$ cat src/rtl/pmm_mmio_dispatch.sv
// Memory-mapped command dispatcher for the pattern-matching modules.
// The CPU stages a DATA_W-bit pattern in 32-bit words, then writes a command
// naming a channel and its control word. Each channel holds one command and
// offers it on a valid/ready port; results come back as one-cycle strobes and
// are reported through per-channel result registers and a status word.
//
// Command handshake (per channel c):
//   pmm_valid[c] is a registered copy of pending[c]. pmm_data/pmm_ctrl for
//   channel c come straight from the hold registers and only change when a
//   new command is accepted for that channel. A transfer happens at an edge
//   where pmm_valid[c] & pmm_ready[c]; pmm_ready while not valid is ignored.
//   A command written in the same cycle as a transfer replaces the held one
//   and keeps the channel valid.
module pmm_mmio_dispatch #(
  parameter int N_CH   = 4,
  parameter int DATA_W = 64,
  parameter int CTRL_W = 16,
  parameter int RES_W  = 32
) (
  input  logic                     clk,
  input  logic                     reset,
  input  logic [31:0]              daddr,
  input  logic [31:0]              dwdata,
  input  logic [3:0]               dwe,
  input  logic                     dre,
  output logic [31:0]              drdata,
  output logic [N_CH-1:0]          pmm_valid,
  input  logic [N_CH-1:0]          pmm_ready,
  output logic [N_CH*DATA_W-1:0]   pmm_data,
  output logic [N_CH*CTRL_W-1:0]   pmm_ctrl,
  input  logic [N_CH-1:0]          pmm_res_valid,
  input  logic [N_CH*RES_W-1:0]    pmm_res
);

  localparam int DW = DATA_W / 32;
  localparam logic [29:0] A_CMD    = 30'(DW);
  localparam logic [29:0] A_STATUS = 30'(DW + 1);
  localparam logic [29:0] A_RES0   = 30'(DW + 2);

  logic [29:0]       a;
  logic              unused_addr_lsbs;
  logic [31:0]       stage [DW];
  logic [DATA_W-1:0] stage_flat;
  logic [DATA_W-1:0] hold_data [N_CH];
  logic [CTRL_W-1:0] hold_ctrl [N_CH];
  logic [RES_W-1:0]  res_q [N_CH];
  logic [N_CH-1:0]   pending, done, ovf;
  logic              badch;
  logic [31:0]       last_cmd;

  logic              wr_cycle, cmd_wr, stat_wr, bad_set, badch_clr;
  logic [7:0]        cmd_ch;
  logic [CTRL_W-1:0] cmd_ctrl;
  logic [N_CH-1:0]   xfer, dispatch, ovf_set, ovf_clr, done_clr;
  logic [31:0]       status_word, rd_val;

  assign a                = daddr[31:2];
  assign unused_addr_lsbs = ^daddr[1:0];

  assign wr_cycle  = |dwe;
  assign cmd_wr    = wr_cycle && (a == A_CMD) && (dwe == 4'hF);
  assign stat_wr   = wr_cycle && (a == A_STATUS);
  assign cmd_ch    = dwdata[7:0];
  assign cmd_ctrl  = dwdata[16 +: CTRL_W];
  assign xfer      = pending & pmm_ready;
  assign bad_set   = cmd_wr && (cmd_ch >= 8'(N_CH));
  assign badch_clr = stat_wr && dwe[3] && dwdata[24];

  // Per-channel command acceptance, overflow and status-clear decode.
  always_comb begin
    dispatch = '0;
    ovf_set  = '0;
    ovf_clr  = '0;
    done_clr = '0;
    for (int c = 0; c < N_CH; c++) begin
      if (cmd_wr && (cmd_ch == 8'(c))) begin
        if (!pending[c] || pmm_ready[c]) dispatch[c] = 1'b1;
        else                             ovf_set[c]  = 1'b1;
      end
      ovf_clr[c]  = stat_wr && dwe[2] && dwdata[16 + c];
      done_clr[c] = (stat_wr && dwe[1] && dwdata[8 + c]) ||
                    (dre && (a == A_RES0 + 30'(c)));
    end
  end

  // Flatten the staging words into one pattern, word 0 in the low bits.
  always_comb begin
    stage_flat = '0;
    for (int w = 0; w < DW; w++) stage_flat[w*32 +: 32] = stage[w];
  end

  // Status word; channel bits beyond N_CH read as zero.
  always_comb begin
    status_word           = '0;
    status_word[0 +: N_CH]  = pending;
    status_word[8 +: N_CH]  = done;
    status_word[16 +: N_CH] = ovf;
    status_word[24]         = badch;
  end

  // Read mux over the address map; unmapped words read zero.
  always_comb begin
    rd_val = '0;
    for (int w = 0; w < DW; w++) begin
      if (a == 30'(w)) rd_val = stage[w];
    end
    if (a == A_CMD)    rd_val = last_cmd;
    if (a == A_STATUS) rd_val = status_word;
    for (int c = 0; c < N_CH; c++) begin
      if (a == A_RES0 + 30'(c)) rd_val = 32'(res_q[c]);
    end
  end

  // Byte-granular writes into the staging buffer.
  always_ff @(posedge clk or posedge reset) begin
    if (reset) begin
      for (int w = 0; w < DW; w++) stage[w] <= '0;
    end else begin
      for (int w = 0; w < DW; w++) begin
        if (wr_cycle && (a == 30'(w))) begin
          for (int b = 0; b < 4; b++) begin
            if (dwe[b]) stage[w][b*8 +: 8] <= dwdata[b*8 +: 8];
          end
        end
      end
    end
  end

  // Command capture, per-channel pending/hold state, overflow and bad-channel flags.
  always_ff @(posedge clk or posedge reset) begin
    if (reset) begin
      last_cmd <= '0;
      pending  <= '0;
      ovf      <= '0;
      badch    <= 1'b0;
      for (int c = 0; c < N_CH; c++) begin
        hold_data[c] <= '0;
        hold_ctrl[c] <= '0;
      end
    end else begin
      if (cmd_wr) last_cmd <= dwdata;
      if (bad_set)        badch <= 1'b1;
      else if (badch_clr) badch <= 1'b0;
      for (int c = 0; c < N_CH; c++) begin
        if (dispatch[c]) begin
          hold_data[c] <= stage_flat;
          hold_ctrl[c] <= cmd_ctrl;
          pending[c]   <= 1'b1;
        end else if (xfer[c]) begin
          pending[c]   <= 1'b0;
        end
        if (ovf_set[c])      ovf[c] <= 1'b1;
        else if (ovf_clr[c]) ovf[c] <= 1'b0;
      end
    end
  end

  // Result capture; a new result beats a same-cycle read or W1C of done.
  always_ff @(posedge clk or posedge reset) begin
    if (reset) begin
      done <= '0;
      for (int c = 0; c < N_CH; c++) res_q[c] <= '0;
    end else begin
      for (int c = 0; c < N_CH; c++) begin
        if (pmm_res_valid[c]) begin
          res_q[c] <= pmm_res[c*RES_W +: RES_W];
          done[c]  <= 1'b1;
        end else if (done_clr[c]) begin
          done[c]  <= 1'b0;
        end
      end
    end
  end

  // Registered read data, held while no read is in progress.
  always_ff @(posedge clk or posedge reset) begin
    if (reset)    drdata <= '0;
    else if (dre) drdata <= rd_val;
  end

  assign pmm_valid = pending;

  for (genvar c = 0; c < N_CH; c++) begin : g_out
    assign pmm_data[c*DATA_W +: DATA_W] = hold_data[c];
    assign pmm_ctrl[c*CTRL_W +: CTRL_W] = hold_ctrl[c];
  end

endmodule

$ cat config.mk
export PLATFORM = sky130hd
export DESIGN_NAME = pmm_mmio_dispatch
export DESIGN_NICKNAME = d
export VERILOG_FILES = /design/src/rtl/pmm_mmio_dispatch.sv
export SDC_FILE = /design/constraint.sdc
export NUM_CORES = 1
export LEC_CHECK = 0
export ABC_AREA = 0
export CELL_PAD_IN_SITES_DETAIL_PLACEMENT = 2
export CELL_PAD_IN_SITES_GLOBAL_PLACEMENT = 2
export CORE_AREA = 3 3 282 284
export DETAILED_ROUTE_END_ITERATION = 8
export DIE_AREA = 0 0 285 287
export HOLD_SLACK_MARGIN = 0.02
export MAX_ROUTING_LAYER = met4
export PLACE_DENSITY_LB_ADDON = 0.05
export SKIP_LAST_GASP = 1
export SLEW_MARGIN = 25
export SYNTH_ARGS = -nofsm -noshare
export SYNTH_HDL_FRONTEND = slang
export SYNTH_SLANG_ARGS = --single-unit
$ cat constraint.sdc
create_clock -name clk -period 25.3 [get_ports clk]
set_clock_uncertainty 0.2 [all_clocks]
set_input_delay 7.59 -clock clk [delete_from_list [all_inputs] [get_ports clk]]
set_output_delay 7.59 -clock clk [all_outputs]
set_load 0.005 [all_outputs]
==> flow_summary.ini <==
[status]
outcome = complete, no violations

[synth]
seq_area_frac_synth_pct = 61.93
yosys.area.top_type = dfrtp_1
syn_area_um2 = 23800
synthTopCellsByCount = dfrtp_1 (589), mux2_2 (523), clkbuf_1 (74)
synth_seq_cells = 589
synth_edf_count = 0
synth_top_area_share_pct = 61.93
synth_warnings = 0
syn_inst = 1554
ys_top_cells_by_area = dfrtp_1 (62%), mux2_2 (25%), mux4_2 (3.0%), clkbuf_1 (1.2%), mux2_1 (1.0%)
async_flop_share_pct = 100.0
synth_cell_type_count = 31
syn-mean-instance-area_um2 = 15.32
synth.most_common_cell = dfrtp_1
synth_flop_cell = dfrtp_1
synth_nets = 1761

[worst_hold_path]
min_path_type = reg -> reg

[floorplan]
die_w_um = 285
rows = 102
core_um2 = 77340
dieArea_um2 = 81800
initial_utilization_pct = 30.77
io_pins = 563
die_y_um = 287

[worst_setup_path]
critPathLaunchType = input pin
end_kind = flip-flop
cp_max_fo = 50
r2r_setup_slack_ps = 22560
path_class = in -> reg
cp_data_arrival_time_ps = 11840
crit_required_ps = 25580

[sta]
slew_viol_final = 0
period_share_pct = 45.70
hold_viol = 0
hold_slack_ps = 290.8
finalSetupViolations = 0
tightest_slew_ps = 1092
rsz0062_at_grt = no
slew_headroom_pct = 27.18
max_freq_mhz = 86.50
tns_ps = 0
fin_crit_ps = 11560

[detailed_routing]
drtPass1Iterations = 5
post-route-drc-count = 0
via_per_inst = 4.896
drt_iter0_markers = 625
wire_per_inst_um = 27.45
routed-via-count = 15900
postRouteAntennaNets = 0
wl_mm = 89.16

[finish]
fillers = 7501
seqCellArea_um2 = 14740
post-route-util_pct = 42.78
multi_input_area_um2 = 8671
synthToLayoutAreaGrowth_pct = 39.01
drive_above_1_share_pct = 33.06
final_nets = 2329

[clocking]
cts.hold.buffers_added = 0
cts-buffers-inserted = 71
insertion_delay_ps = 600
cts_setup_buffers = 0
path_clk_slew_ps = 60
cts_num_sinks = 589
htree_levels = 3
clk_path_buf_depth = 3
cts_root_buffer = clkbuf_16
cts_tree = done
cts_resized = 0

[power_and_ir_drop]
power.density_nw_per_um2 = 64.89
ir_drop_mv = 0.04455
leakagePower_nw = 14.93

[global_routing]
grt_max_degree = 117
grt_pass1_wl_mm = 128.8
grtUsageTotal_pct = 22.12
overflow = 0
antenna_found_initial = 31
grt_pass1_vias = 17940

[job]
cap_viol_max_count = 0

[placed_design]
port_buffers = 560
dp_hpwl_mm = 64.53
gp_congestion = 0.7526
==> where the power goes <==
part           internal, mW  switching, mW
Combinational        0.0607         0.0642
Sequential            0.963         0.0113
Clock                 0.640          0.408
Total                  1.66          0.483
==> metal layers <==
layer  up-vias  routed length, um  GRT usage, %
li1       6878                  -             -
met1      8492              36360         26.09
met2       431              44660         36.99
met3       101               6289         6.780
met4         0               1848         5.553
met5         -                  0             -
==> logic make-up after synthesis <==
kind of cell	Yosys count	share of synthesized area, %
flip-flops	589	61.93
multiplexers	577	28.81
AND/OR/NAND/NOR	173	3.874
buffers and inverters	111	1.829
AO/OA/AOI/OAI	104	3.554
==> layout by cell type (no fill, tap or decap), types with 2 or more instances in the layout <==
cell type,count
dfrtp_1,589
clkdlybuf4s50_1,553
mux2_2,523
clkbuf_16,75
diode_2,33
nand2_1,33
nand4_1,32
mux4_2,32
nor2_1,29
buf_4,26
nand2b_1,25
nor2b_1,22
mux2_1,22
clkbuf_8,20
a221oi_1,19
a211oi_1,18
inv_1,15
o22ai_1,14
o221ai_1,13
a2bb2oi_1,13
nand3_1,12
o32ai_1,12
clkbuf_1,12
clkinv_2,12
buf_2,7
nor4_1,6
o31ai_1,6
a31o_2,4
o2bb2ai_1,4
bufinv_16,4
buf_6,4
nor2_2,3
nor4_4,2
and3_1,2
and2_1,2
==> layout make-up <==
| type | count | share of cell area (%) |
|---|---|---|
| well taps | 1040 | 3.933 |
| repair buffers | 590 | 17.56 |
| flip-flops and latches | 589 | 44.55 |
| diodes | 33 | 0.2496 |
| multi-input cells | 854 | 26.21 |
| clock buffers | 107 | 6.641 |
| inverters | 16 | 0.2042 |
| clock inverters | 19 | 0.6542 |
==> worst max-delay path: stages <==
cell and delay, ps:
clkdlybuf4s50_1 540, nor2_2 660, nand2_1 190, nor4_4 520
buf_4 290, buf_4 430, nand3_4 540, buf_4 560
mux2_2 400
==> metrics by stage <==
| step | std cells | setup slack [ps] | cell area, um2 | power [mW] |
|---|---|---|---|---|
| floorplan | 1554 | 1027 | 23800 | 1.051 |
| global placement | 3085 | 12540 | 30540 | 1.115 |
| detailed placement | 3087 | 12820 | 30560 | 1.120 |
| CTS | 3213 | 13490 | 32970 | 2.191 |
| global route | 3243 | 13530 | 33070 | 2.238 |
| finish | 3248 | 13740 | 33090 | 2.147 |
==> state kept, by name, indices dropped and copies added (netlist names) <==
signal	count
res_q	128
badch	1
pmm_ctrl	64
done	4
stage	64
pmm_valid	4
ovf	4
pmm_data	256
drdata	32
last_cmd	32
==> path summary, 6_finish.rpt <==
path                                from             to  cells after the start
hold reg to reg            pmm_data[134]  pmm_data[134]                      1
max in group asynchronous          reset     drdata[18]                      4
setup / recovery                daddr[5]  pmm_data[244]                      9
min in group asynchronous          reset  pmm_data[220]                      2
hold / removal             pmm_data[134]  pmm_data[134]                      1
setup reg to reg            pmm_valid[3]  pmm_data[244]                      5
Note: power is estimated with default switching activity, not from simulation.
